==> config.mk <==
export PLATFORM = sky130hd
export DESIGN_NAME = dmem_arbiter
export DESIGN_NICKNAME = d
export VERILOG_FILES = /design/src/rtl/dmem_arb_pkg.sv /design/src/rtl/dmem_arb_age_counter.sv /design/src/rtl/dmem_arbiter.sv
export SDC_FILE = /design/constraint.sdc
export NUM_CORES = 1
export LEC_CHECK = 0
export ABC_AREA = 1
export BUFFER_PORTS_ARGS = -buffer_cell sky130_fd_sc_hd__buf_2
export CAP_MARGIN = 10
export CORE_AREA = 2 2 120 122
export DETAILED_ROUTE_END_ITERATION = 7
export DIE_AREA = 0 0 122 124
export HOLD_SLACK_MARGIN = 0.15
export PLACE_DENSITY = 0.63
export SLEW_MARGIN = 20
export SYNTH_ARGS = -nofsm -noshare
export SYNTH_HDL_FRONTEND = slang
export SYNTH_SLANG_ARGS = --single-unit
==> constraint.sdc <==
create_clock -name clk -period 6.95 [get_ports clk]
set_input_delay 1.39 -clock clk [delete_from_list [all_inputs] [get_ports clk]]
set_output_delay 1.39 -clock clk [all_outputs]
set_load 0.02 [all_outputs]
==> src/rtl/dmem_arb_pkg.sv <==
// Shared constants and response-FSM encoding for the data memory arbiter.
package dmem_arb_pkg;

  localparam int unsigned PORT_CORE = 0;
  localparam int unsigned PORT_DMA  = 1;

  localparam int unsigned BE_W = 4;

  typedef logic [1:0] rsp_state_t;

  localparam rsp_state_t IDLE = 2'd0;
  localparam rsp_state_t RSP0 = 2'd1;
  localparam rsp_state_t RSP1 = 2'd2;

endpackage

==> src/rtl/dmem_arb_age_counter.sv <==
// Saturating wait counter for the DMA port; limit_hit forces that port to win.
module dmem_arb_age_counter #(
  parameter int unsigned LIMIT = 8
) (
  input  logic clk,
  input  logic reset,
  input  logic inc,
  input  logic clr,
  output logic limit_hit
);

  localparam int unsigned CW = $clog2(LIMIT + 1);

  logic [CW-1:0] cnt_q, cnt_d;

  assign limit_hit = (cnt_q == CW'(LIMIT));

  always_comb begin
    cnt_d = cnt_q;
    if (clr) begin
      cnt_d = '0;
    end else if (inc && !limit_hit) begin
      cnt_d = cnt_q + CW'(1);
    end
  end

  always_ff @(posedge clk or posedge reset) begin
    if (reset) begin
      cnt_q <= '0;
    end else begin
      cnt_q <= cnt_d;
    end
  end

endmodule

==> src/rtl/dmem_arbiter.sv <==
// Two-port arbiter for the single-port data memory with registered read return.
// Define DMEM_ARB_RR_EN for round-robin priority instead of fixed priority plus starvation guard.
module dmem_arbiter
  import dmem_arb_pkg::*;
#(
  parameter int unsigned AW = 32,
`ifndef DMEM_ARB_RR_EN
  parameter int unsigned STARVE_LIMIT = 8,
`endif
  parameter int unsigned DW = 32
) (
  input  logic            clk,
  input  logic            reset,
  input  logic            m0_req,
  input  logic [BE_W-1:0] m0_we,
  input  logic [AW-1:0]   m0_addr,
  input  logic [DW-1:0]   m0_wdata,
  output logic            m0_gnt,
  output logic            m0_rvalid,
  output logic [DW-1:0]   m0_rdata,
  input  logic            m1_req,
  input  logic [BE_W-1:0] m1_we,
  input  logic [AW-1:0]   m1_addr,
  input  logic [DW-1:0]   m1_wdata,
  output logic            m1_gnt,
  output logic            m1_rvalid,
  output logic [DW-1:0]   m1_rdata,
  output logic [AW-1:0]   mem_addr,
  output logic [DW-1:0]   mem_din,
  output logic [BE_W-1:0] mem_we,
  input  logic [DW-1:0]   mem_dout
);

  logic       m1_prio;
  logic       gnt0, gnt1;
  logic       rd0, rd1;
  rsp_state_t state_q, state_d;
  logic [DW-1:0] rdata0_q, rdata1_q;

`ifdef DMEM_ARB_RR_EN
  // High once port 0 took the latest grant; the reset value hands the first tie to the DMA port.
  logic last_gnt_q, last_gnt_d;

  assign m1_prio = last_gnt_q;

  always_comb begin
    last_gnt_d = last_gnt_q;
    if (gnt0) begin
      last_gnt_d = 1'b1;
    end else if (gnt1) begin
      last_gnt_d = 1'b0;
    end
  end

  always_ff @(posedge clk or posedge reset) begin
    if (reset) begin
      last_gnt_q <= 1'b1;
    end else begin
      last_gnt_q <= last_gnt_d;
    end
  end
`else
  dmem_arb_age_counter #(
    .LIMIT (STARVE_LIMIT)
  ) u_age_counter (
    .clk       (clk),
    .reset     (reset),
    .inc       (m1_req && !gnt1),
    .clr       (!m1_req || gnt1),
    .limit_hit (m1_prio)
  );
`endif

  // Grants are gated by reset so nothing reaches the memory while it is held.
  always_comb begin
    gnt1 = !reset && m1_req && (!m0_req || m1_prio);
    gnt0 = !reset && m0_req && !gnt1;
    rd0  = gnt0 && (m0_we == '0);
    rd1  = gnt1 && (m1_we == '0);
  end

  assign m0_gnt = gnt0;
  assign m1_gnt = gnt1;

  always_comb begin
    mem_addr = '0;
    mem_din  = '0;
    mem_we   = '0;
    if (gnt0) begin
      mem_addr = m0_addr;
      mem_din  = m0_wdata;
      mem_we   = m0_we;
    end else if (gnt1) begin
      mem_addr = m1_addr;
      mem_din  = m1_wdata;
      mem_we   = m1_we;
    end
  end

  always_comb begin
    state_d = IDLE;
    if (rd0) begin
      state_d = RSP0;
    end else if (rd1) begin
      state_d = RSP1;
    end
  end

  always_ff @(posedge clk or posedge reset) begin
    if (reset) begin
      state_q  <= IDLE;
      rdata0_q <= '0;
      rdata1_q <= '0;
    end else begin
      state_q <= state_d;
      if (rd0) begin
        rdata0_q <= mem_dout;
      end
      if (rd1) begin
        rdata1_q <= mem_dout;
      end
    end
  end

  assign m0_rvalid = (state_q == RSP0);
  assign m1_rvalid = (state_q == RSP1);
  assign m0_rdata  = rdata0_q;
  assign m1_rdata  = rdata1_q;

endmodule

==> impl_metrics.toml, run 1 <==
[outcome]
status = "complete, no violations"

[synthesis]
synth_edf_count = 0
yosysWarnings = 0
ys_ff_latch = 70
ys.flop_type = "dfrtp_1"
yosys.area.top_type = "dfrtp_1"
synth_area_leaders = "dfrtp_1 (45%), nand2_1 (29%), nand3_1 (9.0%)"
yosysUniqueCellTypes = 21
synth_top_area_share_pct = 45.5
synthCells = 550
async_reset_ff_share_pct = 100
syn_area_um2 = 3850
netlist_top_cells_count = "nand2_1 (293), dfrtp_1 (70), nand3_1 (69)"
syn_nets = 724
yosysSeqAreaShare_pct = 45.5
syn-mean-instance-area_um2 = 7.00
synth.most_common_cell = "nand2_1"

[global_route]
grt-ovfl-total = 0
grtUsageTotal_pct = 20.0
grt_pass1_vias = 4330
grt_max_degree = 69
grt_first_pass_wirelength_um = 23300
antenna_found_initial = 3

[timing]
worst_slew_pin_slew_ns = 1.03
setup_viol = 0
fmax_mhz = 201
final.period_utilization_pct = 71.5
timing.slew.headroom_pct = 31.2
fin_setup_tns_ns = 0
hold_viol_final = 0
rsz0062_at_grt = "false"
fin_crit_ns = 4.97
drv_slew = 0
skew_ns = 0.00651

[clock_tree]
cts_sinks = 70
htreeDepth = 3
clock_path_buffers = 2
cts_setup_buffers = 0
cts_made_buffers = 9
cts_tree = "done"
clk_pin_slew_worst_paths_ns = 0.06
hold_buffers = 0
cts_resized = 0
clock_latency_ns = 0.32
cts_root_buf = "clkbuf_16"

[critical_path]
worstPathArrival_ns = 3.58
reg2reg_from = "u_age_counter.cnt_q[0]$_DFFE_PP0P_"
crit_path_end_kind = "output pin"
critPathLaunchType = "input pin"
critPathKind = "input pin to output pin"
r2r-end = "m1_rdata[23]$_DFFE_PP0P_"
cp_max_fo = 66
critPathRequiredTime_ns = 5.56
r2r_setup_slack_ns = 4.39
reg2regPathDepth = 8

[layout]
instances_no_fill = 1018
syn2layout_area_growth_pct = 49.1
postLayoutCellArea_um2 = 5740
final_nets = 1006
drive_above_1_share_pct = 40.6

[place]
place_congestion = 0.867
portBuffers = 307
place_inst = 1001
hpwl_um = 12200
placed_cell_area_um2 = 5450

[drt]
routed_wl_um = 15900
ant_nets = 0
drt_iter0_markers = 384
wl_per_cell_um = 15.6
vias = 4668
avgViaCountPerCell = 4.59
dr.pass1.iters = 5
drc = 0

[floorplanning]
core_area_um2 = 13700
io_pins = 308
fp.dieArea_um2 = 15100
rows = 43
die_height_um = 124
start_util_pct = 28.1
die_x_um = 122

[power_and_ir_drop]
finalPower_mw = 1.32
vdd_drop_max_uv = 96.1
p_leak_nw = 3.68
powerDensity_nw_per_um2 = 229

[hold_path]
worstHoldStart = "m0_rdata[6]$_DFFE_PP0P_"
hp-class = "flop to flop"
holdPathStages = 2
hold_end = "m0_rdata[6]$_DFFE_PP0P_"

[flow_run]
maxCapViolCount = 0
## cell type report
cell class                 instances  area, um^2
antenna                            1        2.50
clock buffer                      10         229
timing repair buffer             313        1580
multi-input combinational        422        1830
sequential                        70        1750
fill                            1501        7980
clock inverter                     6        62.6
tap                              180         225
inverter                          16        60.1
## logic make-up (layout without fill, tap and decap cells)
| logic type | after synthesis | count (layout) | synth area share [%] |
|---|---|---|---|
| AO/OA/AOI/OAI | 5 | 5 | 0.650 |
| other | 0 | 1 | 0 |
| buffers and inverters | 58 | 345 | 7.15 |
| flip-flops | 70 | 70 | 45.5 |
| adder cells (fa/ha/maj) | 2 | 2 | 0.650 |
| AND/OR/NAND/NOR | 413 | 413 | 45.6 |
| XOR/XNOR | 2 | 2 | 0.455 |
## per-layer routing
| layer | vias to the layer above | global-route usage, % | wire [um] |
|---|---|---|---|
| met5 | - | 0 | 7 |
| li1 | 2328 | - | - |
| met2 | 201 | 32.4 | 7680 |
| met3 | 19 | 6.46 | 1440 |
| met4 | 2 | 5.46 | 197 |
| met1 | 2118 | 25.7 | 6590 |
## how the worst max path moves through the flow
| stage | startpoint | end | slack (ns) | depth (start not counted) |
|---|---|---|---|---|
| floorplan | m1_req | mem_we[0] | 3.26 | 5 |
| global placement | reset | mem_addr[21] | 1.97 | 7 |
| detailed placement | reset | mem_addr[21] | 1.96 | 7 |
| CTS | reset | mem_addr[21] | 1.96 | 7 |
| global route | reset | mem_addr[21] | 1.79 | 7 |
| finish | reset | mem_addr[21] | 1.98 | 7 |
## power by group
| part | total [mW] | leakage (nW) | switching, mW | internal, mW |
|---|---|---|---|---|
| combinational | 0.374 | 2.61 | 0.244 | 0.130 |
| clock | 0.445 | 0.146 | 0.168 | 0.277 |
| sequential | 0.499 | 0.926 | 0.0308 | 0.468 |
## flip-flops by register name, summed over array words and instances (netlist names)
register,cells
u_age_counter.cnt_q,4
m0_rdata,32
m1_rdata,32
state_q,2
## placed cells by master, fill, tap and decap left out, drive strengths merged
master,synthesis,layout
buf,34,313
nand2,295,295
nand3,72,72
dfrtp,70,70
nand4,32,32
inv,16,16
clkbuf,8,10
nor2,10,10
clkinv,0,5
o21ai,4,4
nor3,3,3
ha,2,2
diode,0,1
and2,1,1
a21oi,1,1
xnor2,1,1
xor2,1,1
bufinv,0,1
## stage by stage
stage | utilization, % | setup slack [ns] | hold WS, ns
final | 41.9 | 1.98 | 0.464
after global routing | 41.9 | 1.79 | 0.482
after CTS | 41.8 | 1.96 | 0.468
after detailed placement | 39.7 | 1.96 | 0.453
after global placement | 39.7 | 1.97 | 0.450
after floorplan | - | 3.26 | 0.539
## critical path: stages
cell and delay [ns]:
buf_2 0.14, nor2_2 0.20, nand2_4 0.34, inv_2 0.90
nand2_1 0.17, nand2_1 0.17, buf_2 0.19
Power figures use the tool's default switching activity.
==> run 2: changes to the inputs <==
- CORE_AREA: 2 2 120 122 -> 2 2 121 123
- DIE_AREA: 0 0 122 124 -> 0 0 123 125
- clock period: 6.95 -> 5.04 ns (I/O delays scaled with it)
==> run 2 against run 1 <==
Sequential share of layout area is 0.40 points lower; first-iteration DRC count is 5.7% lower; hold slack worse by 0.0028 ns; critical path type unchanged; register-to-register slack worse by 2.0 ns; combinational power is 39% higher; global-route usage is 0.083 points higher; sequential power is 38% higher; critical endpoint is now mem_addr[13].
==> impl_metrics.toml, run 2 (synthesized netlist as in run 1, its figures left out) <==
[timing]
setup_ws_ns = 1.37
hold_viol_final = 0
skew_ns = 0.00494
timing.slew.headroom_pct = 47.0
fin_setup_tns_ns = 0
fmax_mhz = 273
setup_viol = 0
fin_crit_ns = 3.67
final.period_utilization_pct = 72.8
worst_slew_pin_slew_ns = 0.794
rsz0062_at_grt = "false"
drv_slew = 0

[place]
dpl_worst_slack_ns = 1.36
portBuffers = 307
placed_cell_area_um2 = 5470
place_inst = 1006
place_congestion = 0.921
hpwl_um = 12000

[clock_tree]
clock_path_buffers = 2
cts_tree = "done"
hold_buffers = 0
cts_resized = 0
cts_sinks = 70
cts_setup_buffers = 0
cts_root_buf = "clkbuf_16"
cts_made_buffers = 9
clk_pin_slew_worst_paths_ns = 0.06
htreeDepth = 3
clock_latency_ns = 0.33

[critical_path]
path_buf_inv = 4
critPathRequiredTime_ns = 4.03
r2r-end = "m0_rdata[16]$_DFFE_PP0P_"
critPathLaunchType = "input pin"
cp_cell_sequence = "buf_2 -> nor2_2 -> nand2_4 -> inv_2 -> buf_12 -> nand2_1 -> nand2_1 -> buf_2"
crit_path_end_kind = "output pin"
path_depth = 8
cp_max_fo = 35
reg2reg_from = "u_age_counter.cnt_q[0]$_DFFE_PP0P_"
critPathKind = "input pin to output pin"
cp_slowest_cell = "inv_2"
cpPeakStageDelay_ns = 0.51
r2r_setup_slack_ns = 2.35
reg2regPathDepth = 9
cp_top_family = "buffers and inverters"
worstPathArrival_ns = 2.66

[floorplanning]
die_height_um = 125
fp.dieArea_um2 = 15400
start_util_pct = 27.1
core_area_um2 = 14200
die_x_um = 123
io_pins = 308
rows = 44

[flow_run]
maxCapViolCount = 0

[layout]
instances_no_fill = 1022
mostFrequentLayoutCell = "buf_2"
antenna_cells = 0
syn2layout_area_growth_pct = 51.1
postLayoutCellArea_um2 = 5820
mostFrequentLayoutCells = "buf_2 (307), nand2_1 (293), dfrtp_1 (70), nand3_1 (69), nand4_1 (32)"
drive_above_1_share_pct = 40.8
final_nets = 1007

[power_and_ir_drop]
internal_power_mw = 1.31
p_switching_uw = 624
vdd_drop_max_uv = 131
p_leak_nw = 3.71
pwr-share-clk_pct = 37.7
combPwrFrac_pct = 26.8
powerDensity_nw_per_um2 = 333
p_seq_share_pct = 35.6
switching_share_pct = 32.3

[drt]
drt_iter0_markers = 362
wl_per_cell_um = 15.5
vias = 4706
drc = 0
dr.pass1.iters = 5
ant_nets = 0
avgViaCountPerCell = 4.60
routed_wl_um = 15900

[global_route]
grt_pass1_vias = 4449
grt_max_degree = 60
grt-ovfl-total = 0
grtUsageTotal_pct = 20.1
grt_first_pass_wirelength_um = 24300
antenna_found_initial = 4

[hold_path]
hold_end = "m0_rdata[29]$_DFFE_PP0P_"
hp-class = "flop to flop"
holdPathStages = 2
worstHoldStart = "m0_rdata[29]$_DFFE_PP0P_"

[outcome]
status = "complete, no violations"
[run 2: layout make-up]
cell class / count / area (um^2)
fill: 1554 / 8390
inverter: 16 / 60.1
clock inverter: 7 / 120
tap: 184 / 230
clock buffer: 9 / 225
sequential: 70 / 1750
timing repair buffer: 314 / 1600
multi-input combinational: 422 / 1830
[run 2: power groups by stage]
| stage | clock [mW] | sequential, mW | combinational [mW] |
|---|---|---|---|
| 2_1_floorplan | 0 | 0.799 | 0.184 |
| 3_3_place_gp | 0 | 0.695 | 0.519 |
| 3_5_place_dp | 0 | 0.697 | 0.522 |
| 4_1_cts | 0.748 | 0.688 | 0.523 |
| 5_1_grt | 0.778 | 0.699 | 0.566 |
| 6_report | 0.730 | 0.688 | 0.518 |
[run 2: layer usage]
metal,part of all wire (%),vias to the layer above,GRT usage (%)
li1,-,2319,-
met3,9.2,18,6.52
met1,42,2155,25.6
met5,0.29,-,0
met2,48,206,33.2
met4,0.92,8,4.08
[run 2: worst max-delay path by stage]
| stage | slack [ns] | end | start |
|---|---|---|---|
| after floorplan | 2.11 | mem_we[0] | m1_req |
| after global placement | 1.43 | mem_addr[13] | reset |
| after detailed placement | 1.36 | mem_addr[13] | reset |
| after CTS | 1.36 | mem_addr[13] | reset |
| after global routing | 1.22 | mem_addr[10] | reset |
| final | 1.37 | mem_addr[13] | reset |
[run 2: worst register-to-register path, cell delays in order, from the launching register on]
cell and delay (ns):
dfrtp_1 0.39, inv_1 0.07, ha_1 0.20, nand3_2 0.11
nand2_2 0.09, nand2_4 0.20, buf_4 0.44, nand3_2 0.74
nand2_1 0.26, nand2_1 0.07
[run 2: per-stage QoR]
step                hold WS [ns]  power (mW)  util (%)
floorplan                  0.539       0.983         -
global placement           0.448        1.21      38.5
detailed placement         0.454        1.22      38.5
CTS                        0.468        1.96      41.0
global route               0.483        2.04      41.0
finish                     0.461        1.94      41.0
==> run 3: changes to the inputs <==
- ABC_AREA: 1 -> 0
- CORE_AREA: 2 2 121 123 -> 2 2 119 121
- DIE_AREA: 0 0 123 125 -> 0 0 121 123
- clock period: 5.04 -> 3.37 ns (I/O delays scaled with it)
==> run 3 against run 2 <==
Synthesized cell count down 54%; final cell count down 28%; hold slack worse by 0.039 ns; sequential power up 50%; via count down 25%; non-clock buffer count unchanged; clock power up 38%; sequential share of layout area up 2.0 points; largest cell class is now registers.
==> impl_metrics.toml, run 3 <==
[power_and_ir_drop]
powerDensity_nw_per_um2 = 519
p_leak_nw = 3.10
vdd_drop_max_uv = 307

[layout]
drive_above_1_share_pct = 71.3
syn2layout_area_growth_pct = 60.8
mostFrequentLayoutCells = "buf_2 (307), dfrtp_1 (70), a22o_1 (67), mux2_2 (64), clkbuf_16 (9)"
postLayoutCellArea_um2 = 5460
antenna_cells = 0
mostFrequentLayoutCell = "buf_2"
fill_cells = 1321
seqCellArea_um2 = 1750
multi_input_area_um2 = 1530
final_nets = 729

[timing]
skew_ns = 0.00556
fin_setup_tns_ns = 0
hold_viol_final = 0
worst_slew_pin_slew_ns = 0.523
final.period_utilization_pct = 90.8
fin_crit_ns = 3.06
drv_slew = 0
setup_viol = 0
fmax_mhz = 327
rsz0062_at_grt = "false"
timing.slew.headroom_pct = 65.1

[global_route]
grt_first_pass_wirelength_um = 18900
grt_pass1_vias = 3321
antenna_found_initial = 0
grtUsageTotal_pct = 16.9
grt-ovfl-total = 0
grt_max_degree = 71

[synthesis]
yosys.area.top_type = "dfrtp_1"
synthXorXnorAreaFrac_pct = 0.774
yosysWarnings = 0
syn_nets = 425
async_reset_ff_share_pct = 100
synth_area_leaders = "dfrtp_1 (52%), mux2_2 (21%), a22o_1 (17%)"
synth_edf_count = 0
yosys.area_share.adder_pct = 0.737
yosysSeqAreaShare_pct = 51.6
synthCells = 251
syn_area_um2 = 3400
synth_top_family_by_area = "multiplexers"
yosysUniqueCellTypes = 26
synthSimpleGateAreaFrac_pct = 3.39
netlist_top_cells_count = "dfrtp_1 (70), a22o_1 (67), mux2_2 (64)"
synth.most_common_cell = "dfrtp_1"
syn-mean-instance-area_um2 = 13.5
ys.flop_type = "dfrtp_1"
yosys-mux-area-fraction_pct = 21.5
synth_compound_area_share_pct = 18.4
ys_ff_latch = 70
synth_top_area_share_pct = 51.6

[critical_path]
worstPathArrival_ns = 2.39
cp_slowest_cell = "buf_4"
reg2reg_from = "u_age_counter.cnt_q[0]$_DFFE_PP0P_"
r2r_setup_slack_ns = 1.20
cp_max_fo = 51
reg2regPathDepth = 6
cp_cell_sequence = "inv_1 -> ha_1 -> nand3b_1 -> a21oi_4 -> buf_4 -> a22o_1 -> buf_2"
path_depth = 7
critPathRequiredTime_ns = 2.70
path_buf_inv = 3
critPathKind = "flop to output pin"
crit_path_end_kind = "output pin"
cp_top_family = "buffers and inverters"
r2r-end = "m1_rdata[28]$_DFFE_PP0P_"
critPathLaunchType = "flop"
cpPeakStageDelay_ns = 0.45

[drt]
routed_wl_um = 13500
wl_per_cell_um = 18.2
ant_nets = 0
dr.pass1.iters = 4
drc = 0
avgViaCountPerCell = 4.75
drt_iter0_markers = 181
vias = 3517

[floorplanning]
rows = 43
core_area_um2 = 13600
start_util_pct = 24.9
die_x_um = 121
die_height_um = 123
io_pins = 308
fp.dieArea_um2 = 14900

[place]
placed_cell_area_um2 = 5140
hpwl_um = 11100
portBuffers = 307
place_congestion = 0.800

[clock_tree]
cts_tree = "done"
cts_resized = 0
cts_root_buf = "clkbuf_16"
hold_buffers = 0
htreeDepth = 3
clock_latency_ns = 0.33
clock_path_buffers = 2
cts_sinks = 70
cts_made_buffers = 9
cts_setup_buffers = 0
clk_pin_slew_worst_paths_ns = 0.06

[flow_run]
maxCapViolCount = 0

[outcome]
status = "complete, no violations"

[hold_path]
hp-class = "input pin to asynchronous set/reset pin"
[run 3: cell count changes after synthesis, moves of 6 or more]
cell,delta
nand2_1,-293
a22o_1,+67
mux2_2,+64
buf_2,-24
inv_1,-8
nand3_1,-67
nor2_1,-8
buf_4,-6
nand4_1,-32
[run 3: metal layers]
layer	part of all wire, %	vias up	GRT usage, %	wire [um]
met5	0	-	0	0
li1	-	1572	-	-
met1	42	1753	23.0	5690
met2	48	179	26.5	6430
met3	9.0	13	4.52	1220
met4	1.1	0	4.65	155
[run 3: final cells by class]
type	instances	area share [%]
Sequential cell	70	32.1
Timing Repair Buffer	314	29.6
Multi-Input combinational cell	156	28.0
Clock buffer	10	4.19
Tap cell	180	4.12
Clock inverter	6	1.74
Inverter	4	0.275
[run 3: cells by family (layout without fill, tap and decap cells)]
kind of cell / after synthesis / after routing
adders and majority gates: 2 / 2
and+or+nand+nor: 16 / 16
buffers and inverters: 25 / 334
DFF: 70 / 70
AOI/OAI and AO/OA: 70 / 70
xor gates and xnor gates: 3 / 3
muxes: 65 / 65
[run 3: worst max-delay path by stage]
| stage | from | end | slack [ns] |
|---|---|---|---|
| 2_1_floorplan | u_age_counter.cnt_q[0]$_DFFE_PP0P_ | mem_addr[25] | 0.80 |
| 3_3_place_gp | reset | mem_din[1] | 0.67 |
| 3_5_place_dp | m0_req | mem_din[1] | 0.64 |
| 4_1_cts | u_age_counter.cnt_q[0]$_DFFE_PP0P_ | mem_din[1] | 0.32 |
| 5_1_grt | u_age_counter.cnt_q[0]$_DFFE_PP0P_ | mem_din[19] | 0.18 |
| 6_report | u_age_counter.cnt_q[0]$_DFFE_PP0P_ | mem_din[21] | 0.31 |
[run 3: per-stage QoR]
stage	util (%)	power, mW	hold WS [ns]	cells	setup slack, ns
after floorplan	-	1.49	0.569	251	0.799
after global placement	37.7	1.83	0.482	724	0.674
after detailed placement	37.7	1.85	0.488	724	0.644
after CTS	40.1	2.88	0.453	740	0.319
after global routing	40.1	2.98	0.445	740	0.182
final	40.1	2.84	0.422	740	0.309
[run 3: report_power, final]
| part | leakage (nW) | internal [mW] | switching (mW) |
|---|---|---|---|
| sequential | 0.916 | 0.973 | 0.0619 |
| clock | 0.157 | 0.654 | 0.358 |
| combinational | 2.03 | 0.334 | 0.455 |
[run 3: worst min-delay path: stages]
cell    delay, ns
buf_2        0.12
inv_2        0.06
buf_12       0.29
